--- config.mk ---
export PLATFORM = sky130hd
export DESIGN_NAME = bus_arbiter_rr_flat
export DESIGN_NICKNAME = d
export VERILOG_FILES = /design/src/rtl/bus_pkg.sv /design/src/rtl/bus_arbiter_rr_if.sv /design/src/rtl/arb_rr_pick.sv /design/src/rtl/bus_arbiter_rr.sv /design/src/flat_wrapper.sv
export SDC_FILE = /design/constraint.sdc
export NUM_CORES = 1
export LEC_CHECK = 0
export ABC_AREA = 0
export CAP_MARGIN = 25
export CORE_MARGIN = 2
export CORE_UTILIZATION = 35
export CTS_CLUSTER_SIZE = 30
export DETAILED_ROUTE_END_ITERATION = 8
export HOLD_SLACK_MARGIN = 0.03
export SYNTH_ARGS = -nofsm -noshare
export SYNTH_HDL_FRONTEND = slang
export SYNTH_SLANG_ARGS = --single-unit
--- constraint.sdc ---
create_clock -name clk -period 1.69 [get_ports clk]
set_input_delay 0.2535 -clock clk [delete_from_list [all_inputs] [get_ports clk]]
set_output_delay 0.2535 -clock clk [all_outputs]
set_load 0.01 [all_outputs]
--- src/rtl/bus_pkg.sv ---
// Shared types for the multi-master bus arbiter.
// Arbiter FSM states, arbitration mode codes, select-width helper.
package bus_pkg;

  typedef enum logic {
    IDLE  = 1'b0,
    GRANT = 1'b1
  } state_e;

  typedef enum logic {
    ARB_RR    = 1'b0,
    ARB_FIXED = 1'b1
  } arb_mode_e;

  function automatic int msel_w(input int n);
    return (n > 1) ? $clog2(n) : 1;
  endfunction

endpackage

--- src/rtl/bus_arbiter_rr_if.sv ---
// Request/grant bundle between the masters and the bus arbiter.
// master: requester side; slave: arbiter side.
interface bus_arbiter_rr_if
  import bus_pkg::*;
#(
  parameter int NUM_MASTERS = 4,
  parameter int NUM_SLAVES  = 3
);

  localparam int MSEL_W = msel_w(NUM_MASTERS);

  logic [NUM_MASTERS-1:0] breq;
  logic [NUM_SLAVES-1:0]  sready;
  logic [NUM_MASTERS-1:0] bgrant;
  logic [MSEL_W-1:0]      msel;
  logic                   bus_busy;
  logic                   grant_timeout;

  modport master (
    output breq, sready,
    input  bgrant, msel, bus_busy, grant_timeout
  );

  modport slave (
    input  breq, sready,
    output bgrant, msel, bus_busy, grant_timeout
  );

endinterface

--- src/rtl/arb_rr_pick.sv ---
// Combinational winner picker: round-robin after ptr or lowest index.
// Masked requesters are never picked.
module arb_rr_pick
  import bus_pkg::*;
#(
  parameter int N = 4,
  parameter int W = msel_w(N)
) (
  input  logic [N-1:0] req,
  input  logic [W-1:0] ptr,
  input  arb_mode_e    mode,
  input  logic [N-1:0] mask,
  output logic         valid,
  output logic [W-1:0] winner
);

  logic [N-1:0] eligible;
  int           idx;

  assign eligible = req & ~mask;

  // Scan farthest first so the nearest eligible index wins.
  always_comb begin
    valid  = 1'b0;
    winner = '0;
    idx    = 0;
    for (int i = N; i >= 1; i--) begin
      if (mode == ARB_FIXED) idx = i - 1;
      else idx = (int'(ptr) + i) % N;
      if (eligible[idx[W-1:0]]) begin
        valid  = 1'b1;
        winner = W'(idx);
      end
    end
  end

endmodule

--- src/rtl/bus_arbiter_rr.sv ---
// N-master bus arbiter, round-robin or fixed priority, slave-ready gated.
// Optional grant watchdog enabled by defining GRANT_TIMEOUT_EN.
module bus_arbiter_rr
  import bus_pkg::*;
#(
  parameter int NUM_MASTERS    = 4,
  parameter int NUM_SLAVES     = 3,
  parameter int ARB_MODE       = 0,
  parameter int TIMEOUT_CYCLES = 255
) (
  input logic            clk,
  input logic            rstn,
  bus_arbiter_rr_if.slave bus
);

  localparam int N      = NUM_MASTERS;
  localparam int MSEL_W = msel_w(N);
  localparam arb_mode_e MODE =
    (ARB_MODE == 1) ? ARB_FIXED : ARB_RR;

  if (N < 2 || N > 16 || NUM_SLAVES < 1 ||
      TIMEOUT_CYCLES < 1) begin : g_bad_cfg
    $error("bus_arbiter_rr: illegal parameters");
  end

  state_e            state_q, state_d;
  logic [N-1:0]      grant_q, grant_d;
  logic [MSEL_W-1:0] msel_q, msel_d;
  logic [MSEL_W-1:0] ptr_q, ptr_d;
  logic              tmo_q, tmo_d;
  logic [N-1:0]      mask;
  logic              pick_valid;
  logic [MSEL_W-1:0] pick_idx;
  logic              own_req;
  logic              arb_go;
  logic              hold_expired;

  assign arb_go  = (|bus.breq) & (&bus.sready);
  assign own_req = |(bus.breq & grant_q);

  arb_rr_pick #(
    .N (N),
    .W (MSEL_W)
  ) u_pick (
    .req    (bus.breq),
    .ptr    (ptr_q),
    .mode   (MODE),
    .mask   (mask),
    .valid  (pick_valid),
    .winner (pick_idx)
  );

`ifdef GRANT_TIMEOUT_EN
  localparam int CNT_W = $clog2(TIMEOUT_CYCLES + 1);

  logic [CNT_W-1:0] cnt_q;
  logic [N-1:0]     mask_q;

  assign hold_expired = (cnt_q == CNT_W'(TIMEOUT_CYCLES - 1));
  assign mask         = mask_q;

  // Revoked owner sits out exactly one arbitration attempt.
  always_ff @(posedge clk or negedge rstn) begin
    if (!rstn) begin
      cnt_q  <= '0;
      mask_q <= '0;
    end else begin
      if (state_q == IDLE) cnt_q <= '0;
      else cnt_q <= cnt_q + 1'b1;
      if (state_q == GRANT && own_req && hold_expired)
        mask_q <= grant_q;
      else if (state_q == IDLE && arb_go)
        mask_q <= '0;
    end
  end
`else
  assign hold_expired = 1'b0;
  assign mask         = '0;
`endif

  always_comb begin
    state_d = state_q;
    grant_d = grant_q;
    msel_d  = msel_q;
    ptr_d   = ptr_q;
    tmo_d   = 1'b0;
    unique case (state_q)
      IDLE: begin
        if (arb_go && pick_valid) begin
          state_d = GRANT;
          grant_d = N'(1) << pick_idx;
          msel_d  = pick_idx;
          ptr_d   = pick_idx;
        end
      end
      GRANT: begin
        if (!own_req) begin
          state_d = IDLE;
          grant_d = '0;
        end else if (hold_expired) begin
          state_d = IDLE;
          grant_d = '0;
          tmo_d   = 1'b1;
        end
      end
      default: state_d = IDLE;
    endcase
  end

  always_ff @(posedge clk or negedge rstn) begin
    if (!rstn) begin
      state_q <= IDLE;
      grant_q <= '0;
      msel_q  <= '0;
      ptr_q   <= MSEL_W'(N - 1);
      tmo_q   <= 1'b0;
    end else begin
      state_q <= state_d;
      grant_q <= grant_d;
      msel_q  <= msel_d;
      ptr_q   <= ptr_d;
      tmo_q   <= tmo_d;
    end
  end

  assign bus.bgrant        = grant_q;
  assign bus.msel          = msel_q;
  assign bus.bus_busy      = |grant_q;
  assign bus.grant_timeout = tmo_q;

endmodule

--- src/flat_wrapper.sv ---
// flat-port wrapper written by rule: the top's interface ports become plain ports
module bus_arbiter_rr_flat import bus_pkg::*;
#(
  parameter int NUM_MASTERS    = 4,
  parameter int NUM_SLAVES     = 3,
  parameter int ARB_MODE       = 0,
  parameter int TIMEOUT_CYCLES = 255
)
  (clk, rstn, bus_breq, bus_sready, bus_bgrant, bus_msel, bus_bus_busy, bus_grant_timeout);
  bus_arbiter_rr_if #(.NUM_MASTERS(NUM_MASTERS), .NUM_SLAVES(NUM_SLAVES)) bus_i ();
  input logic clk;
  input logic rstn;
  input wire logic [$bits(bus_i.breq)-1:0] bus_breq;
  input wire logic [$bits(bus_i.sready)-1:0] bus_sready;
  output wire logic [$bits(bus_i.bgrant)-1:0] bus_bgrant;
  output wire logic [$bits(bus_i.msel)-1:0] bus_msel;
  output wire logic [$bits(bus_i.bus_busy)-1:0] bus_bus_busy;
  output wire logic [$bits(bus_i.grant_timeout)-1:0] bus_grant_timeout;
  assign bus_i.breq = bus_breq;
  assign bus_i.sready = bus_sready;
  assign bus_bgrant = bus_i.bgrant;
  assign bus_msel = bus_i.msel;
  assign bus_bus_busy = bus_i.bus_busy;
  assign bus_grant_timeout = bus_i.grant_timeout;
  bus_arbiter_rr #(.NUM_MASTERS(NUM_MASTERS), .NUM_SLAVES(NUM_SLAVES), .ARB_MODE(ARB_MODE), .TIMEOUT_CYCLES(TIMEOUT_CYCLES)) u_core (.clk(clk), .rstn(rstn), .bus(bus_i));
endmodule
==> key figures, run 1 <==
Drt
  • Final ANT Viol Nets: 0
  • Pre-antenna DRT Iters: 4
  • Per-cell routed wire length: 13.9 um
  • Routed via count: 470
  • Final wirelength: 1280 um
  • DRC viols: 0
  • Via density: 5.11
  • Initial DRC Count: 8

Worst setup path
  • WP data required: 1880 ps
  • Crit. End Element: flip-flop
  • Setup crit end: u_core.bus.bgrant[2]
  • Worst R2R Start: u_core.bus.bgrant[1]
  • R2r worst-path depth: 5
  • Worst Setup SP: bus_breq[1]
  • Worst path arrival time: 1820 ps
  • Worst-path fanout max: 4
  • RR Endpoint: u_core.bus.bgrant[2]
  • R2R setup slack: 190 ps
  • WS Path Type: input port to flip-flop
  • Setup crit start kind: input port

Power and ir drop
  • VDD IR-drop max: 0.642 mV
  • Total Power: 896 uW
  • Power per cell area: 1170 nW/um^2
  • Leakage: 0.340 nW

STA
  • Setup violators final: 0
  • Fin Setup TNS: 0 ps
  • Final hold viol count: 0
  • Fmax: 616 MHz
  • Worst Skew: 2.29 ps
  • RSZ-0062 raised after global routing: no
  • Min cycle time layout: 1620 ps
  • Final period utilization: 96.0%
  • Max Slew Vio Count: 0

Yosys
  • Sequential fraction of the synthesis area: 46.7%
  • Number of flops mapped to enable cells by yosys: 0
  • Synthesis-stage register bit count: 9
  • Synth Area per Inst: 10.6 sq um
  • Synth cell types: 27
  • Total nets after synthesis: 55
  • Yosys warning count: 0
  • Ys flop type: dfrtp_1
  • Synth Instances: 46
  • Synthesized area: 488 sq um
  • Asr flop ratio synth: 100%

GRT
  • Vias in the first global route: 440
  • First-pass GRT wire length: 1990 um
  • Largest net degree at the start of global routing: 10
  • GRT Util Overall: 19.6%
  • Remaining global-route overflow: 0
  • Initial antenna violation count: 0

Outcome
  • Status: completed

Clocking
  • Root Buffer: clkbuf_4
  • Clk_lat worst skew: 250 ps
  • # Post-CTS Setup Buffers: 0
  • H-tree depth: 1
  • CTS buffer count: 3
  • CTS hold repair buffers: 0
  • CTS tree: yes
  • Clk sink count: 9
  • Worst-case clock buffer depth: 2
  • Resized Gates After CTS: 2
  • Reg clk slew, reported paths: 60 ps

Die
  • Die width: 41.3 um
  • DIE AREA: 1710 sq um
  • Starting density of the core: 37.5%
  • Core Region: 1300 sq um
  • I/O Pins: 17
  • Die Ht: 41.3 um
  • Rows: 13

Finish
  • Antenna diodes: 0
  • Most frequent cells in the layout: clkdlybuf4s50_1 (14), buf_4 (13), dfrtp_1 (7)
  • Commonest non-fill, non-tap cell in the layout: clkdlybuf4s50_1
  • Share of cells above drive strength 1: 28.6%
  • Nets: 87
  • Area growth from synthesis to layout: 57.4%

Run
  • Max Cap Viol: 0

Worst hold path
  • Hold crit path type: input port to asynchronous set/reset pin

Placement
  • GP Congestion: 0.714
  • Post-DP HPWL: 1050 um
  • IO buf count: 15
worst min-delay path by stage:
| stage | slack [ps] | endpoint | startpoint |
|---|---|---|---|
| after CTS | 290 | u_core.bus.bgrant[2] | rstn |
| final | 280 | u_core.state_q | rstn |
| after global placement | 470 | u_core.bus.msel[1] | u_core.bus.msel[1] |
| after floorplan | -40 | u_core.bus.bgrant[0] | rstn |
| after global routing | 300 | u_core.bus.msel[1] | rstn |
| after detailed placement | 480 | u_core.bus.msel[1] | u_core.bus.msel[1] |
metal layers:
metal  vias up  track usage, %  wire length, um
li1        239               -                -
met1       217            24.7              589
met2        12            28.9              613
met3         2            7.98               60
met4         0            9.68               12
met5         -               0                0
final cells by class:
class | instances | area, sq um
clock buffer | 4 | 26.3
fill | 124 | 533
inverter | 1 | 3.75
multi-input combinational | 35 | 249
sequential | 9 | 228
tap | 15 | 18.8
timing repair buffer | 28 | 243
worst max-delay path, stage by stage:
cell and delay, ps:
clkdlybuf4s50_1 510, nor4_1 80, or3_4 380, nor4_4 370
a22o_1 210
metrics by stage:
| step | setup WS (ps) | instances | cell area (sq um) | util (%) | hold slack, ps |
|---|---|---|---|---|---|
| CTS | 35.1 | 92 | 773 | 59.4 | 288 |
| global route | 2.15 | 92 | 768 | 59.0 | 298 |
| detailed placement | -198 | 88 | 747 | 57.4 | 480 |
| floorplan | 330 | 46 | 488 | - | -42.1 |
| global placement | -230 | 88 | 747 | 57.4 | 469 |
| finish | 67.0 | 92 | 768 | 59.0 | 281 |
cell usage after synthesis (2+ instances only):
master     count  area [sq um]
nand2b_1       2          12.5
nand2_1        2          7.51
a21oi_1        5          25.0
a22o_1         3          26.3
a21o_1         2          15.0
dfrtp_1        7           175
o2bb2ai_1      2          17.5
nor2_1         2          7.51
o21ai_0        2          10.0
dfstp_2        2          52.6
cells by family (layout without fill, tap and decap cells):
logic type / after synthesis / count (layout) / synth area share, %
multiplexers: 1 / 1 / 2.05
AND/OR/NAND/NOR: 14 / 14 / 20.0
flip-flops: 9 / 9 / 46.7
AO/OA/AOI/OAI: 19 / 19 / 28.2
other: 1 / 1 / 0.768
buffers and inverters: 2 / 33 / 2.31
power breakdown:
part	internal, mW	switching [mW]	total (mW)
Sequential	0.287	0.0489	0.336
Combinational	0.229	0.170	0.399
Clock	0.0907	0.0709	0.162
Total	0.607	0.290	0.896
sequential cells by signal, indices dropped and copies added, names as in the netlist:
name               flops
u_core.bus.msel        2
u_core.state_q         1
u_core.bus.bgrant      4
u_core.ptr_q           2
(Power assumes the default switching activity.)
==> run 2, diff against run 1 <==
--- a/config.mk
+++ b/config.mk
@@ -7,11 +7,13 @@
 export LEC_CHECK = 0
 export ABC_AREA = 0
 export CAP_MARGIN = 25
-export CORE_MARGIN = 2
-export CORE_UTILIZATION = 35
+export CORE_AREA = 2 2 39 41
+export CTS_CLUSTER_DIAMETER = 150
 export CTS_CLUSTER_SIZE = 30
 export DETAILED_ROUTE_END_ITERATION = 8
+export DIE_AREA = 0 0 41 43
 export HOLD_SLACK_MARGIN = 0.03
+export PLACE_DENSITY = 0.67
 export SYNTH_ARGS = -nofsm -noshare
 export SYNTH_HDL_FRONTEND = slang
 export SYNTH_SLANG_ARGS = --single-unit
==> run 2 against run 1 <==
  * Final area decreased by 0.33%
  * Cell count is 1.1% lower
  * Combinational power is essentially flat
  * Largest cell class unchanged
==> key figures, run 2 (synthesis results as in run 1) <==
STA
  • Worst Skew: 0.747 ps (-1.54 ps)
  • Final hold viol count: 0 (unchanged)
  • Min cycle time layout: 1630 ps (+8.48 ps)
  • RSZ-0062 raised after global routing: no
  • Fin Setup TNS: 0 ps (unchanged)
  • Max Slew Vio Count: 0 (unchanged)
  • Fmax: 613 MHz (-0.52%)
  • Setup violators final: 0 (unchanged)
  • Final period utilization: 96.5% (+0.50 points)

Drt
  • Per-cell routed wire length: 12.6 um (-9.0%)
  • Pre-antenna DRT Iters: 4 (unchanged)
  • Routed via count: 462 (-1.7%)
  • Final ANT Viol Nets: 0 (unchanged)
  • DRC viols: 0 (unchanged)
  • Final wirelength: 1150 um (-10%)
  • Via density: 5.08 (-0.62%)
  • Initial DRC Count: 3 (-5)

Worst setup path
  • Crit-path leading delay family: simple AND/OR/NAND/NOR gates
  • CP max stage delay: 510 ps (about the same)
  • Worst path arrival time: 1380 ps (-440 ps)
  • Worst Path Buf+Inv: 1 (unchanged)
  • Worst-path fanout max: 2 (-2)
  • Crit-path cells: or4_1, clkdlybuf4s15_1
  • Setup crit start kind: flip-flop
  • Crit. End Element: output port
  • Slowest cell on crit path: or4_1
  • WS Path Type: flip-flop to output port
  • WP data required: 1440 ps (-440 ps)

Die
  • Core Region: 1380 sq um (+6.3%)
  • Die width: 41 um (-0.82%)
  • Die Ht: 43 um (+4.0%)
  • I/O Pins: 17 (unchanged)
  • Rows: 14 (+1)
  • Starting density of the core: 35.3% (-2.2 points)
  • DIE AREA: 1760 sq um (+3.2%)

Finish
  • Seq. cell area: 228 sq um (unchanged)
  • Antenna diodes: 0 (unchanged)
  • FILL cells: 124 (unchanged)
  • Commonest non-fill, non-tap cell in the layout: clkdlybuf4s50_1
  • Area growth from synthesis to layout: 56.9%
  • Finished Cell Area: 766 sq um (-0.33%)
  • Fin util: 55.3% (-3.7 points)
  • Area of the multi-input gates: 255 sq um (+2.5%)
  • Max reg flops: 4 (unchanged)
  • Nets: 85 (-2.3%)
  • Share of cells above drive strength 1: 26.7% (-1.9 points)
  • Fin cells: 91 (-1.1%)
  • Most frequent cells in the layout: clkdlybuf4s50_1 (14), buf_4 (11), dfrtp_1 (7)

Clocking
  • CTS buffer count: 3 (unchanged)
  • # Post-CTS Setup Buffers: 0 (unchanged)
  • Clk_lat worst skew: 250 ps (about the same)
  • Root Buffer: clkbuf_4
  • Worst-case clock buffer depth: 2 (unchanged)
  • CTS tree: yes
  • Clk sink count: 9 (unchanged)
  • Reg clk slew, reported paths: 60 ps (about the same)
  • H-tree depth: 1 (unchanged)
  • CTS hold repair buffers: 0 (unchanged)

Placement
  • Cells after DPL: 87 (-1.1%)
  • GP Congestion: 0.801 (+12%)
  • Placed cell area: 733 sq um (-1.8%)
  • IO buf count: 15 (unchanged)
  • Post-DP HPWL: 917 um (-13%)

Run
  • Max Cap Viol: 0 (unchanged)

Worst hold path
  • Hold crit path type: input port to asynchronous set/reset pin

Power and ir drop
  • Switching pwr: 281 uW (-2.9%)
  • Clock share of power: 17.6% (-0.4 points)
  • Internal: 613 uW (+1.0%)
  • VDD IR-drop max: 0.591 mV (-7.9%)
  • Sw Share: 31.5% (-0.85 points)
  • Leakage: 0.331 nW (-2.6%)
  • Comb power frac: 44.9% (+0.4 points)
  • Sequential power share: 37.5% (about the same)
  • Power per cell area: 1170 nW/um^2 (about the same)

GRT
  • Initial antenna violation count: 0 (unchanged)
  • First-pass GRT wire length: 1840 um (-7.6%)
  • Vias in the first global route: 456 (+3.6%)
  • Largest net degree at the start of global routing: 10 (unchanged)
  • Remaining global-route overflow: 0 (unchanged)
  • GRT Util Overall: 16.4% (-3.3 points)

Outcome
  • Status: completed
-- run 2: changes by cell type in the layout (fill, tap and decap cells not counted) --
cell / change
clkdlybuf4s15_1: +1
buf_4: -2
clkbuf_2: -1
nor4_1: -1
nor4_2: +1
-- run 2: metrics by stage --
step	hold WS [ps]	setup WS [ps]	total power, mW
2_1_floorplan	-42.1	330	0.517
3_3_place_gp	475	-140	0.747
3_5_place_dp	472	-158	0.747
4_1_cts	280	38.5	0.906
5_1_grt	306	3.01	0.953
6_report	280	58.5	0.894
-- run 2: path summary, 6_finish.rpt --
kind	start	to	slack, ps	depth (start not counted)
max	u_core.bus.bgrant[1]	bus_bus_busy	60	2
min	rstn	u_core.bus.bgrant[1]	280	1
max reg2reg	u_core.bus.bgrant[1]	u_core.bus.bgrant[2]	200	5
min reg2reg	u_core.bus.msel[1]	u_core.bus.msel[1]	480	1
max in group asynchronous	rstn	u_core.ptr_q[1]	1100	1
min in group clk	u_core.bus.msel[1]	u_core.bus.msel[1]	480	1
-- run 2: layout make-up --
class / instances / share of cell area (%)
repair buffers: 26 / 30.4
multi-input cells: 35 / 33.3
well taps: 16 / 2.61
clock buffers: 4 / 3.43
flip-flops and latches: 9 / 29.7
inverters: 1 / 0.490
-- run 2: power groups by stage --
stage	combinational [mW]	sequential, mW	clock [mW]
after floorplan	0.159	0.358	0
final	0.402	0.335	0.158
after global placement	0.409	0.338	0
after CTS	0.404	0.334	0.167
after global routing	0.434	0.344	0.175
after detailed placement	0.410	0.337	0
-- run 2: metal layers --
| metal | vias to the layer above | wire length, um | global-route usage, % |
|---|---|---|---|
| met2 | 8 | 574 | 25.6 |
| met4 | 0 | 22 | 12.0 |
| met1 | 212 | 518 | 18.4 |
| met3 | 4 | 33 | 3.14 |
| met5 | - | 0 | 0 |
| li1 | 238 | - | - |
-- run 2: timing repair --
item                       in CTS  in global routing
pin swaps                       0                  0
resized for setup               2                  1
setup endpoints to repair       1                  4
hold endpoints to repair        0                  0
==> run 3, diff against run 2 <==
--- a/config.mk
+++ b/config.mk
@@ -12,8 +12,8 @@
 export CTS_CLUSTER_SIZE = 30
 export DETAILED_ROUTE_END_ITERATION = 8
 export DIE_AREA = 0 0 41 43
+export DONT_BUFFER_PORTS = 1
 export HOLD_SLACK_MARGIN = 0.03
-export PLACE_DENSITY = 0.67
 export SYNTH_ARGS = -nofsm -noshare
 export SYNTH_HDL_FRONTEND = slang
 export SYNTH_SLANG_ARGS = --single-unit
==> run 3 against run 2 <==
  * Clock skew up 2.2 ps
  * Highest routed layer unchanged
  * Combinational power down 53%
  * Non-clock buffer count down 24
  * Critical path depth up 2
  * Critical endpoint is now u_core.bus.bgrant[3]
  * Worst hold slack better by 23 ps
  * Count of clock-buffer cells in the layout unchanged
==> key figures, run 3 (synthesis results as in run 1) <==
GRT
  • Met1 usage: 16.4% (-2.0 points)
  • First-pass GRT wire length: 1650 um (-10%)
  • Vias in the first global route: 386 (-15%)
  • GRT Util Overall: 14.6% (-1.7 points)
  • Met3 Usage GRT: 3.66% (+0.52 points)
  • Global routing's busiest layer: met2
  • Met2 Usage GRT: 21.9% (-3.7 points)
  • Largest net degree at the start of global routing: 10 (unchanged)
  • Remaining global-route overflow: 0 (unchanged)
  • Initial antenna violation count: 0 (unchanged)

Power and ir drop
  • Sequential power share: 51.6% (+14 points)
  • Sw Share: 35.4% (+3.9 points)
  • VDD IR-drop max: 0.544 mV (-8.1%)
  • Switching pwr: 258 uW (-8.3%)
  • Internal: 471 uW (-23%)
  • Comb power frac: 26.1% (-19 points)
  • Power per cell area: 1340 nW/um^2 (+15%)
  • Clock share of power: 22.3% (+4.7 points)
  • Leakage: 0.227 nW (-31%)

Finish
  • Max reg flops: 4 (unchanged)
  • Commonest non-fill, non-tap cell in the layout: dfrtp_1
  • Most frequent cells in the layout: dfrtp_1 (7), a21oi_1 (5), a22o_1 (3), clkbuf_4 (3)
  • Area growth from synthesis to layout: 11.5%
  • FILL cells: 151 (+22%)
  • Antenna diodes: 0 (unchanged)
  • Nets: 61 (-28%)
  • Share of cells above drive strength 1: 17.6% (-9.0 points)
  • Fin util: 39.3% (-16 points)

STA
  • Max Slew Vio Count: 0 (unchanged)
  • Final period utilization: 92.4% (-4.2 points)
  • Fin Setup TNS: 0 ps (unchanged)
  • Fmax: 641 MHz (+4.5%)
  • RSZ-0062 raised after global routing: no
  • Worst Skew: 2.94 ps (+2.19 ps)
  • Final hold viol count: 0 (unchanged)
  • Final WS setup: 129 ps (+70.5 ps)
  • Min cycle time layout: 1560 ps (-70.5 ps)
  • Setup violators final: 0 (unchanged)

Worst setup path
  • Setup crit start kind: flip-flop
  • Crit. End Element: flip-flop
  • Cell repeated most along the worst path: a22o_1
  • WP data required: 1840 ps (+400 ps)
  • CP max stage delay: 430 ps (-80 ps)
  • Crit-path cells: a22o_1, a221oi_1, a21oi_1, a22o_1
  • Worst path arrival time: 1710 ps (+330 ps)
  • Crit-path leading delay family: compound AO/OA/AOI/OAI gates
  • Slowest cell on crit path: dfrtp_1
  • Worst Path Buf+Inv: 0 (-1)
  • WS Path Type: flip-flop to flip-flop
  • Worst-path fanout max: 4 (+2)

Clocking
  • Clk sink count: 9 (unchanged)
  • H-tree depth: 1 (unchanged)
  • Root Buffer: clkbuf_4
  • CTS buffer count: 3 (unchanged)
  • Worst-case clock buffer depth: 2 (unchanged)
  • Clk_lat worst skew: 250 ps (about the same)
  • Reg clk slew, reported paths: 60 ps (about the same)
  • Resized Gates After CTS: 0 (-2)
  • CTS tree: yes

Drt
  • Final ANT Viol Nets: 0 (unchanged)
  • Routed via count: 392 (-15%)
  • Final wirelength: 1070 um (-7.0%)
  • Initial DRC Count: 11 (+8)
  • Via density: 5.85 (+15%)
  • Pre-antenna DRT Iters: 4 (unchanged)
  • DRC viols: 0 (unchanged)
  • Per-cell routed wire length: 15.9 um (+26%)

Run
  • Max Cap Viol: 0 (unchanged)

Die
  • Die Ht: 43 um (unchanged)
  • Core Region: 1380 sq um (unchanged)
  • Die width: 41 um (unchanged)
  • Starting density of the core: 35.3% (unchanged)
  • I/O Pins: 17 (unchanged)
  • Rows: 14 (unchanged)
  • DIE AREA: 1760 sq um (unchanged)

Worst hold path
  • Hold crit path type: input port to flip-flop

Outcome
  • Status: completed

Placement
  • IO buf count: 0 (-15)
  • Worst slack, placed: 145 ps (+303 ps)
  • Post-DP HPWL: 847 um (-7.7%)
  • GP Congestion: 0.663 (-17%)
==> run 3: what timing repair did <==
action / in CTS / in global routing
hold endpoints to repair: 9 / 0
setup buffers: 0 / 0
hold buffers: 1 / 0
==> run 3: per-layer routing <==
layer / vias up / routed length (um)
met4: 0 / 12
li1: 191 / -
met2: 9 / 527
met1: 190 / 470
met3: 2 / 57
met5: - / 0
==> run 3: final timing paths <==
check | startpoint | cells past startpoint | end | slack, ps
min in group asynchronous | rstn | 1 | u_core.state_q | 360
setup / recovery | u_core.bus.bgrant[1] | 4 | u_core.bus.bgrant[3] | 130
setup reg to reg | u_core.bus.bgrant[1] | 4 | u_core.bus.bgrant[3] | 130
hold reg to reg | u_core.ptr_q[0] | 2 | u_core.ptr_q[0] | 550
max in group asynchronous | rstn | 1 | u_core.ptr_q[0] | 1010
hold / removal | bus_breq[2] | 2 | u_core.state_q | 300
==> run 3: final cells by class <==
| class | count | area, sq um | area share, % |
|---|---|---|---|
| flip-flops and latches | 9 | 228 | 41.8 |
| multi-input cells | 35 | 249 | 45.7 |
| repair buffers | 2 | 17.5 | 3.22 |
| inverters | 1 | 3.75 | 0.690 |
| well taps | 16 | 20.0 | 3.68 |
| clock buffers | 4 | 26.3 | 4.83 |
==> run 3: per-stage QoR <==
step,std cells,cell area [sq um],hold slack [ps],total power [mW]
global route,67,544,312,0.783
floorplan,46,488,-42.1,0.517
detailed placement,62,508,-41.9,0.567
global placement,62,508,-41.9,0.563
finish,67,544,303,0.728
CTS,67,544,279,0.744
==> run 3: power by group through the flow <==
| stage | Sequential [mW] | Combinational, mW | Clock (mW) |
|---|---|---|---|
| final | 0.376 | 0.190 | 0.162 |
| after global routing | 0.387 | 0.210 | 0.185 |
| after CTS | 0.378 | 0.193 | 0.174 |
| after detailed placement | 0.381 | 0.186 | 0 |
| after global placement | 0.380 | 0.182 | 0 |
| after floorplan | 0.358 | 0.159 | 0 |
